[config.mk]
export PLATFORM = sky130hd
export DESIGN_NAME = serial_rx_sampler
export DESIGN_NICKNAME = d
export VERILOG_FILES = /design/src/rtl/serial_rx_sampler.sv
export SDC_FILE = /design/constraint.sdc
export NUM_CORES = 1
export LEC_CHECK = 0
export CAP_MARGIN = 20
export CORE_UTILIZATION = 50
export DETAILED_ROUTE_END_ITERATION = 10
export HOLD_SLACK_MARGIN = 0.03
export PLACE_DENSITY_LB_ADDON = 0.3
export SKIP_LAST_GASP = 1
export SLEW_MARGIN = 40
export SYNTH_ARGS = -nofsm -noshare
export SYNTH_HDL_FRONTEND = slang
export SYNTH_SLANG_ARGS = --single-unit
[constraint.sdc]
create_clock -name clk -period 5.6 [get_ports clk]
set_clock_uncertainty 0.1 [all_clocks]
set_input_delay 0.84 -clock clk [delete_from_list [all_inputs] [get_ports clk]]
set_output_delay 0.84 -clock clk [all_outputs]
set_load 0.03 [all_outputs]
[src/rtl/serial_rx_sampler.sv]
// UART-style receive front end: synchronises rx, frames start/data/stop, strobes each data bit.
// Optional even-parity bit enabled by defining SERIAL_RX_PARITY_EN.
module serial_rx_sampler #(
  parameter int bit_period = 434,
  parameter int n_data     = 8
) (
  input  logic clk,
  input  logic rst_n,
  input  logic rx,
  output logic bit_out,
  output logic bit_en,
  output logic busy,
  output logic frame_done,
  output logic frame_err,
  output logic parity_err
);

  localparam int CW = $clog2(bit_period);
  localparam int IW = $clog2(n_data + 1);
  localparam logic [CW-1:0] HALF_LOAD = CW'(bit_period / 2 - 1);
  localparam logic [CW-1:0] FULL_LOAD = CW'(bit_period - 1);
  localparam logic [IW-1:0] LAST_IDX  = IW'(n_data - 1);

`ifdef SERIAL_RX_PARITY_EN
  typedef enum logic [2:0] {IDLE, START, DATA, PARITY, STOP, BREAK} state_t;
`else
  typedef enum logic [2:0] {IDLE, START, DATA, STOP, BREAK} state_t;
`endif

  state_t          state;
  logic            sync1;
  logic            rx_s;
  logic [CW-1:0]   cnt;
  logic [IW-1:0]   idx;
`ifdef SERIAL_RX_PARITY_EN
  logic            par;
`endif

  // Synchroniser presets to 1 so reset looks like an idle line, not a start bit
  always_ff @(posedge clk or negedge rst_n) begin
    if (!rst_n) begin
      sync1      <= 1'b1;
      rx_s       <= 1'b1;
      state      <= IDLE;
      cnt        <= '0;
      idx        <= '0;
`ifdef SERIAL_RX_PARITY_EN
      par        <= 1'b0;
`endif
      bit_out    <= 1'b0;
      bit_en     <= 1'b0;
      busy       <= 1'b0;
      frame_done <= 1'b0;
      frame_err  <= 1'b0;
      parity_err <= 1'b0;
    end else begin
      sync1      <= rx;
      rx_s       <= sync1;
      bit_en     <= 1'b0;
      frame_done <= 1'b0;
      frame_err  <= 1'b0;
      parity_err <= 1'b0;
      case (state)
        IDLE: begin
          if (!rx_s) begin
            state <= START;
            cnt   <= HALF_LOAD;
            busy  <= 1'b1;
          end
        end
        START: begin
          if (cnt == '0) begin
            if (!rx_s) begin
              state <= DATA;
              cnt   <= FULL_LOAD;
              idx   <= '0;
`ifdef SERIAL_RX_PARITY_EN
              par   <= 1'b0;
`endif
            end else begin
              state <= IDLE;
              busy  <= 1'b0;
            end
          end else begin
            cnt <= cnt - 1'b1;
          end
        end
        DATA: begin
          if (cnt == '0) begin
            bit_out <= rx_s;
            bit_en  <= 1'b1;
            cnt     <= FULL_LOAD;
`ifdef SERIAL_RX_PARITY_EN
            par     <= par ^ rx_s;
`endif
            if (idx == LAST_IDX) begin
`ifdef SERIAL_RX_PARITY_EN
              state <= PARITY;
`else
              state <= STOP;
`endif
            end else begin
              idx <= idx + 1'b1;
            end
          end else begin
            cnt <= cnt - 1'b1;
          end
        end
`ifdef SERIAL_RX_PARITY_EN
        PARITY: begin
          if (cnt == '0) begin
            par   <= par ^ rx_s;
            cnt   <= FULL_LOAD;
            state <= STOP;
          end else begin
            cnt <= cnt - 1'b1;
          end
        end
`endif
        STOP: begin
          if (cnt == '0) begin
            frame_done <= 1'b1;
            frame_err  <= ~rx_s;
`ifdef SERIAL_RX_PARITY_EN
            parity_err <= par;
`endif
            if (rx_s) begin
              state <= IDLE;
              busy  <= 1'b0;
            end else begin
              state <= BREAK;
            end
          end else begin
            cnt <= cnt - 1'b1;
          end
        end
        // Line held low past the stop bit: wait for idle before arming start detection
        BREAK: begin
          if (rx_s) begin
            state <= IDLE;
            busy  <= 1'b0;
          end
        end
        default: begin
          state <= IDLE;
          busy  <= 1'b0;
        end
      endcase
    end
  end

endmodule

==> impl_metrics.py, run 1 <==
metrics = {
    "run_status": {
        "status": "finished clean",
    },
    "global_route": {
        "grt_pass1_vias": 942,
        "antenna_found_initial": 0,
        "grt_max_degree": 24,
        "overflow": 0,
        "grtUsageTotal_pct": 21.5,
        "grt_pass1_wl_um": 4300,
    },
    "synth": {
        "yosysSeqAreaShare_pct": 45.4,
        "synthArstFlopShare_pct": 100,
        "synthTopCellsByCount": "dfrtp_1 (21), nand2_1 (17), nor2_1 (12)",
        "synth_top_cell_area_share_pct": 41.3,
        "synth.area.mux_share_pct": 1.67,
        "synth_adder_area_share_pct": 2.95,
        "ys.flop_type": "dfrtp_1",
        "synthCells": 134,
        "synth_enable_flop_cells": 0,
        "ys_seq_elements": 23,
        "synth_simple_gate_area_share_pct": 22.5,
        "synth_top_area_cell": "dfrtp_1",
        "yosysMostFrequentCell": "dfrtp_1",
        "synth_warnings": 0,
        "synth_top_family_by_area": "simple AND/OR/NAND/NOR gates",
        "syn_area_per_cell_um2": 9.51,
        "synthXorXnorAreaFrac_pct": 0,
        "synth_cell_types": 47,
        "synth_nets": 140,
        "syn-cell-area_um2": 1270,
        "synth_compound_area_share_pct": 21.4,
        "post_synth_main_area_contributors": "dfrtp_1 (41%), nand2_1 (5.0%), dfstp_2 (4.1%), a21oi_1 (3.5%), o21ai_0 (3.5%)",
    },
    "detailed_routing": {
        "ant_nets": 0,
        "wl_per_cell_um": 15.0,
        "first_iter_violations": 33,
        "firstDrtPassIters": 4,
        "vias_per_cell": 6.01,
        "num_vias": 992,
        "routed_wirelength_um": 2480,
        "drc": 0,
    },
    "min_path": {
        "min_path_cells": 0,
        "min_path_type": "flop to flop",
        "whs_endpoint": "rx_s$_DFF_PN1_",
        "min-delay-start": "sync1$_DFF_PN1_",
    },
    "timing": {
        "worstMarginPinSlew_ns": 0.571,
        "grt_setup_unrepaired": "false",
        "hold_viol": 0,
        "fin_crit_ns": 2.36,
        "drv_slew": 0,
        "fin_setup_tns_ns": 0,
        "max-slew-margin-rel_pct": 61.9,
        "finalSetupViolCount": 0,
        "hold_slack_ns": 0.266,
        "clock.fmax_mhz": 424,
        "fin_crit_sh_pct": 42.1,
    },
    "setup_path": {
        "worstSetupPathType": "flop to output port",
        "crit_path_max_fanout": 4,
        "cp-start-kind": "flop",
        "cp_slowest_stage_delay_ns": 0.68,
        "cpMaxStageDelayCell": "clkdlybuf4s50_1",
        "cp_top_family": "buffers and inverters",
        "crit_buf_inv": 1,
        "cp-end-kind": "output port",
        "crit_chain": "clkdlybuf4s50_1",
        "rr_worst_depth": 7,
        "r2r-end": "idx[3]$_DFFE_PN0P_",
        "cp.arrival_ns": 1.42,
        "required_ns": 4.66,
        "r2r_start": "cnt[0]$_DFFE_PN0P_",
        "worst-r2r-setup-slack_ns": 3.31,
    },
    "clock_tree": {
        "clk_path_buf_depth": 2,
        "cts_tree": "done",
        "root_buffer": "clkbuf_4",
        "post-cts-setup-buffers": 0,
        "cts-resized-gates": 0,
        "hold_buffers": 0,
        "numCtsBuffers": 3,
        "clk_pin_slew_ns": 0.14,
        "cts.sinks": 23,
        "worstSkewPairLatency_ns": 0.32,
        "htree_num_levels": 1,
    },
    "placement": {
        "hpwl_um": 1730,
        "placed_area_um2": 1320,
        "gp_congestion": 0.854,
        "io_buffers": 7,
        "dp_cells": 161,
    },
    "layout": {
        "drive_gt1_share_pct": 13.1,
        "seq_area_um2": 578,
        "syn_to_final_growth_pct": 6.39,
        "instances_no_fill": 165,
        "fill_cells": 204,
        "post-route-cell-area_um2": 1360,
        "final_nets": 144,
        "multiInputGateArea_um2": 628,
        "diodes": 0,
    },
    "floorplan": {
        "die_h_um": 52.5,
        "initial_utilization_pct": 55.4,
        "core_um2": 2300,
        "die_width_um": 52.5,
        "ios": 9,
        "row_count": 17,
        "die_area_um2": 2750,
    },
    "power_and_ir_drop": {
        "p_leak_nw": 0.563,
        "irDropWorstVdd_v": 0.000148,
        "p_per_area_nw_per_um2": 188,
    },
    "job": {
        "drv_cap": 0,
    },
}
==> cells by family (layout without fill, tap and decap cells) <==
group / after synthesis / count (layout)
buffers and inverters: 13 / 16
other: 1 / 1
AND/OR/NAND/NOR: 54 / 54
AO/OA/AOI/OAI: 38 / 38
multiplexers: 2 / 2
adder cells (fa/ha/maj): 3 / 3
flip-flops: 23 / 23
==> layout by cell type (no fill, tap or decap), drive strengths merged, types with 2 or more instances in the layout <==
cell type,synthesis,routed
nor2,12,12
a21o,3,3
nor3b,2,2
dfstp,2,2
a31oi,4,4
nand2,17,17
a21oi,9,9
nor4,2,2
dfrtp,21,21
nor3,3,3
o21ai,10,10
nor4b,2,2
clkdlybuf4s50,0,6
clkbuf,1,3
o31ai,2,2
o211ai,2,2
nand3,5,5
or2,2,2
inv,5,5
nand2b,2,2
ha,3,3
==> layer usage <==
layer  vias to the layer above  routed length [um]  GRT usage [%]
li1                        483                   -              -
met1                       482                1150           29.7
met2                        25                1220           33.8
met3                         2                  88           2.61
met4                         0                  17           9.21
met5                         -                   0              0
==> registers in the layout (all words and copies together), names as in the netlist <==
signal	count
idx	4
bit_en	1
bit_out	1
rx_s	1
frame_err	1
cnt	9
sync1	1
busy	1
frame_done	1
state	3
==> worst max path at each step <==
stage | start | end | slack (ns) | cells after the start
floorplan | cnt[0]$_DFFE_PN0P_ | idx[3]$_DFFE_PN0P_ | 3.64 | 8
global placement | rst_n | cnt[5]$_DFFE_PN0P_ | 3.44 | 1
detailed placement | cnt[0]$_DFFE_PN0P_ | idx[3]$_DFFE_PN0P_ | 3.38 | 7
CTS | busy$_DFFE_PN0P_ | busy | 3.23 | 1
global route | cnt[0]$_DFFE_PN0P_ | idx[3]$_DFFE_PN0P_ | 3.16 | 7
finish | busy$_DFFE_PN0P_ | busy | 3.24 | 1
==> layout make-up <==
cell class	instances	share of cell area, %
tap	28	2.59
inverter	5	1.39
clock inverter	1	0.554
timing repair buffer	7	4.80
sequential	23	42.7
multi-input combinational	98	46.4
clock buffer	3	1.66
==> stage by stage <==
| stage | setup slack, ns | total power, mW | util [%] |
|---|---|---|---|
| 5_1_grt | 3.16 | 0.263 | 59.0 |
| 3_5_place_dp | 3.38 | 0.178 | 57.4 |
| 2_1_floorplan | 3.64 | 0.174 | - |
| 6_report | 3.24 | 0.254 | 59.0 |
| 3_3_place_gp | 3.44 | 0.178 | 57.6 |
| 4_1_cts | 3.23 | 0.258 | 58.7 |
==> where the power goes <==
group / switching, mW / internal [mW]
clock network: 0.0525 / 0.0273
registers: 0.000673 / 0.167
logic: 0.00507 / 0.00133
total: 0.0583 / 0.196
Power figures use the tool's default switching activity.
==> run 2, diff against run 1 <==
clock period = 2.4 ns   (was 5.6 ns; I/O delays follow)
==> impl_metrics.py, run 2 (synthesis results as in run 1) <==
metrics = {
    "run_status": {
        "status": "finished clean",
    },
    "placement": {
        "io_buffers": 7,
        "dp_cells": 164,
        "hpwl_um": 1730,
        "gp_congestion": 0.835,
        "pre_cts_slack_ns": 0.308,
    },
    "layout": {
        "final_cell_mix": "dfrtp_1 (21), nand2_1 (17), nor2_1 (12)",
        "regMostFlops": "cnt",
        "final_nets": 147,
        "drive_gt1_share_pct": 14.3,
        "mostFrequentLayoutCell": "dfrtp_1",
        "top_regs": "cnt x9, idx x4, state x3",
        "syn_to_final_growth_pct": 8.35,
        "instances_no_fill": 168,
        "diodes": 0,
        "largest_reg_flops": 9,
    },
    "clock_tree": {
        "worstSkewPairLatency_ns": 0.31,
        "cts.sinks": 23,
        "numCtsBuffers": 3,
        "hold_buffers": 0,
        "htree_num_levels": 1,
        "cts_tree": "done",
        "root_buffer": "clkbuf_4",
        "clk_pin_slew_ns": 0.13,
        "clk_path_buf_depth": 2,
        "cts-resized-gates": 0,
        "post-cts-setup-buffers": 0,
    },
    "global_route": {
        "overflow": 0,
        "grtUsageTotal_pct": 21.1,
        "top_usage_layer": "met1",
        "grt_max_degree": 24,
        "met2_usage_pct": 30.0,
        "grt_pass1_wl_um": 4370,
        "grtUsageMet3_pct": 3.19,
        "use_met1_pct": 31.9,
        "antenna_found_initial": 0,
        "grt_pass1_vias": 997,
    },
    "timing": {
        "fin_setup_tns_ns": 0,
        "fin_crit_ns": 2.15,
        "hold_viol": 0,
        "worstMarginPinSlew_ns": 0.573,
        "finalSetupViolCount": 0,
        "grt_setup_unrepaired": "false",
        "layout_setup_ws_ns": 0.248,
        "drv_slew": 0,
        "max-slew-margin-rel_pct": 61.7,
        "fin_crit_sh_pct": 89.7,
        "clock.fmax_mhz": 465,
    },
    "setup_path": {
        "r2r-end": "idx[3]$_DFFE_PN0P_",
        "crit_end": "idx[3]$_DFFE_PN0P_",
        "cp.arrival_ns": 2.31,
        "cp-end-kind": "flop",
        "worst-r2r-setup-slack_ns": 0.25,
        "r2r_start": "cnt[0]$_DFFE_PN0P_",
        "required_ns": 2.56,
        "worstSetupPathType": "flop to flop",
        "cp-start-kind": "flop",
        "rr_worst_depth": 7,
        "crit_start": "cnt[0]$_DFFE_PN0P_",
        "crit_path_max_fanout": 8,
    },
    "power_and_ir_drop": {
        "p_leak_nw": 0.583,
        "irDropWorstVdd_v": 0.000283,
        "power_mw": 0.593,
        "p_per_area_nw_per_um2": 430,
    },
    "floorplan": {
        "core_um2": 2300,
        "die_area_um2": 2750,
        "ios": 9,
        "row_count": 17,
        "die_width_um": 52.5,
        "die_h_um": 52.5,
        "initial_utilization_pct": 55.4,
    },
    "detailed_routing": {
        "routed_wirelength_um": 2430,
        "ant_nets": 0,
        "vias_per_cell": 6.13,
        "wl_per_cell_um": 14.5,
        "drc": 0,
        "num_vias": 1029,
        "first_iter_violations": 25,
        "firstDrtPassIters": 4,
    },
    "min_path": {
        "min_path_type": "flop to flop",
    },
    "job": {
        "drv_cap": 0,
    },
}
==> run 2: changes by cell type in the layout (fill, tap and decap cells not counted) <==
cell and change:
buf_4 +3, buf_2 -1, clkdlybuf4s50_1 +1, clkinv_2 +1, clkinvlp_4 -1
==> run 2: how the worst min path moves through the flow <==
| stage | from | end | slack (ns) | depth (start not counted) |
|---|---|---|---|---|
| floorplan | rst_n | bit_en$_DFF_PN0_ | -0.04 | 0 |
| detailed placement | sync1$_DFF_PN1_ | rx_s$_DFF_PN1_ | 0.25 | 0 |
| CTS | sync1$_DFF_PN1_ | rx_s$_DFF_PN1_ | 0.27 | 0 |
| finish | sync1$_DFF_PN1_ | rx_s$_DFF_PN1_ | 0.27 | 0 |
| global placement | sync1$_DFF_PN1_ | rx_s$_DFF_PN1_ | 0.25 | 0 |
| global route | sync1$_DFF_PN1_ | rx_s$_DFF_PN1_ | 0.27 | 0 |
==> run 2: per-stage QoR <==
step,utilization (%),cell area (um2),hold WS (ns)
CTS,59.8,1370,0.268
floorplan,-,1270,-0.0356
global placement,58.6,1350,0.246
detailed placement,58.6,1350,0.249
global route,60.1,1380,0.270
finish,60.1,1380,0.266
==> run 2: cell type report <==
class,count,area (um2)
clock buffer,3,22.5
multi-input combinational,98,628
inverter,5,18.8
tap,28,35.0
sequential,23,578
fill,187,917
clock inverter,1,5.00
timing repair buffer,10,92.6
==> run 2: layer usage <==
metal  vias up  share of wire, %
met5         -                 0
met4         0               1.2
met3         4               4.6
met2        27                45
met1       509                49
li1        489                 -
==> run 2: report_power, final <==
group / total (mW) / leakage, nW / switching, mW / internal, mW
clock network: 0.184 / 0.0177 / 0.121 / 0.0623
registers: 0.392 / 0.291 / 0.00167 / 0.391
logic: 0.0169 / 0.274 / 0.0119 / 0.00502
==> run 2: worst max-delay path, stage by stage (launching register included) <==
cell and delay, ns:
dfrtp_1 0.44, inv_1 0.12, ha_1 0.16, nor4b_2 0.35, and2_1 0.25, o21ai_4 0.10
or4_1 0.48, nand3_1 0.09
==> run 3, diff against run 2 <==
ABC_CLOCK_PERIOD_IN_PS = 2400   (was not set)
==> results of run 3 <==
No change in the layout: final DEF, timing and power equal those of run 2.
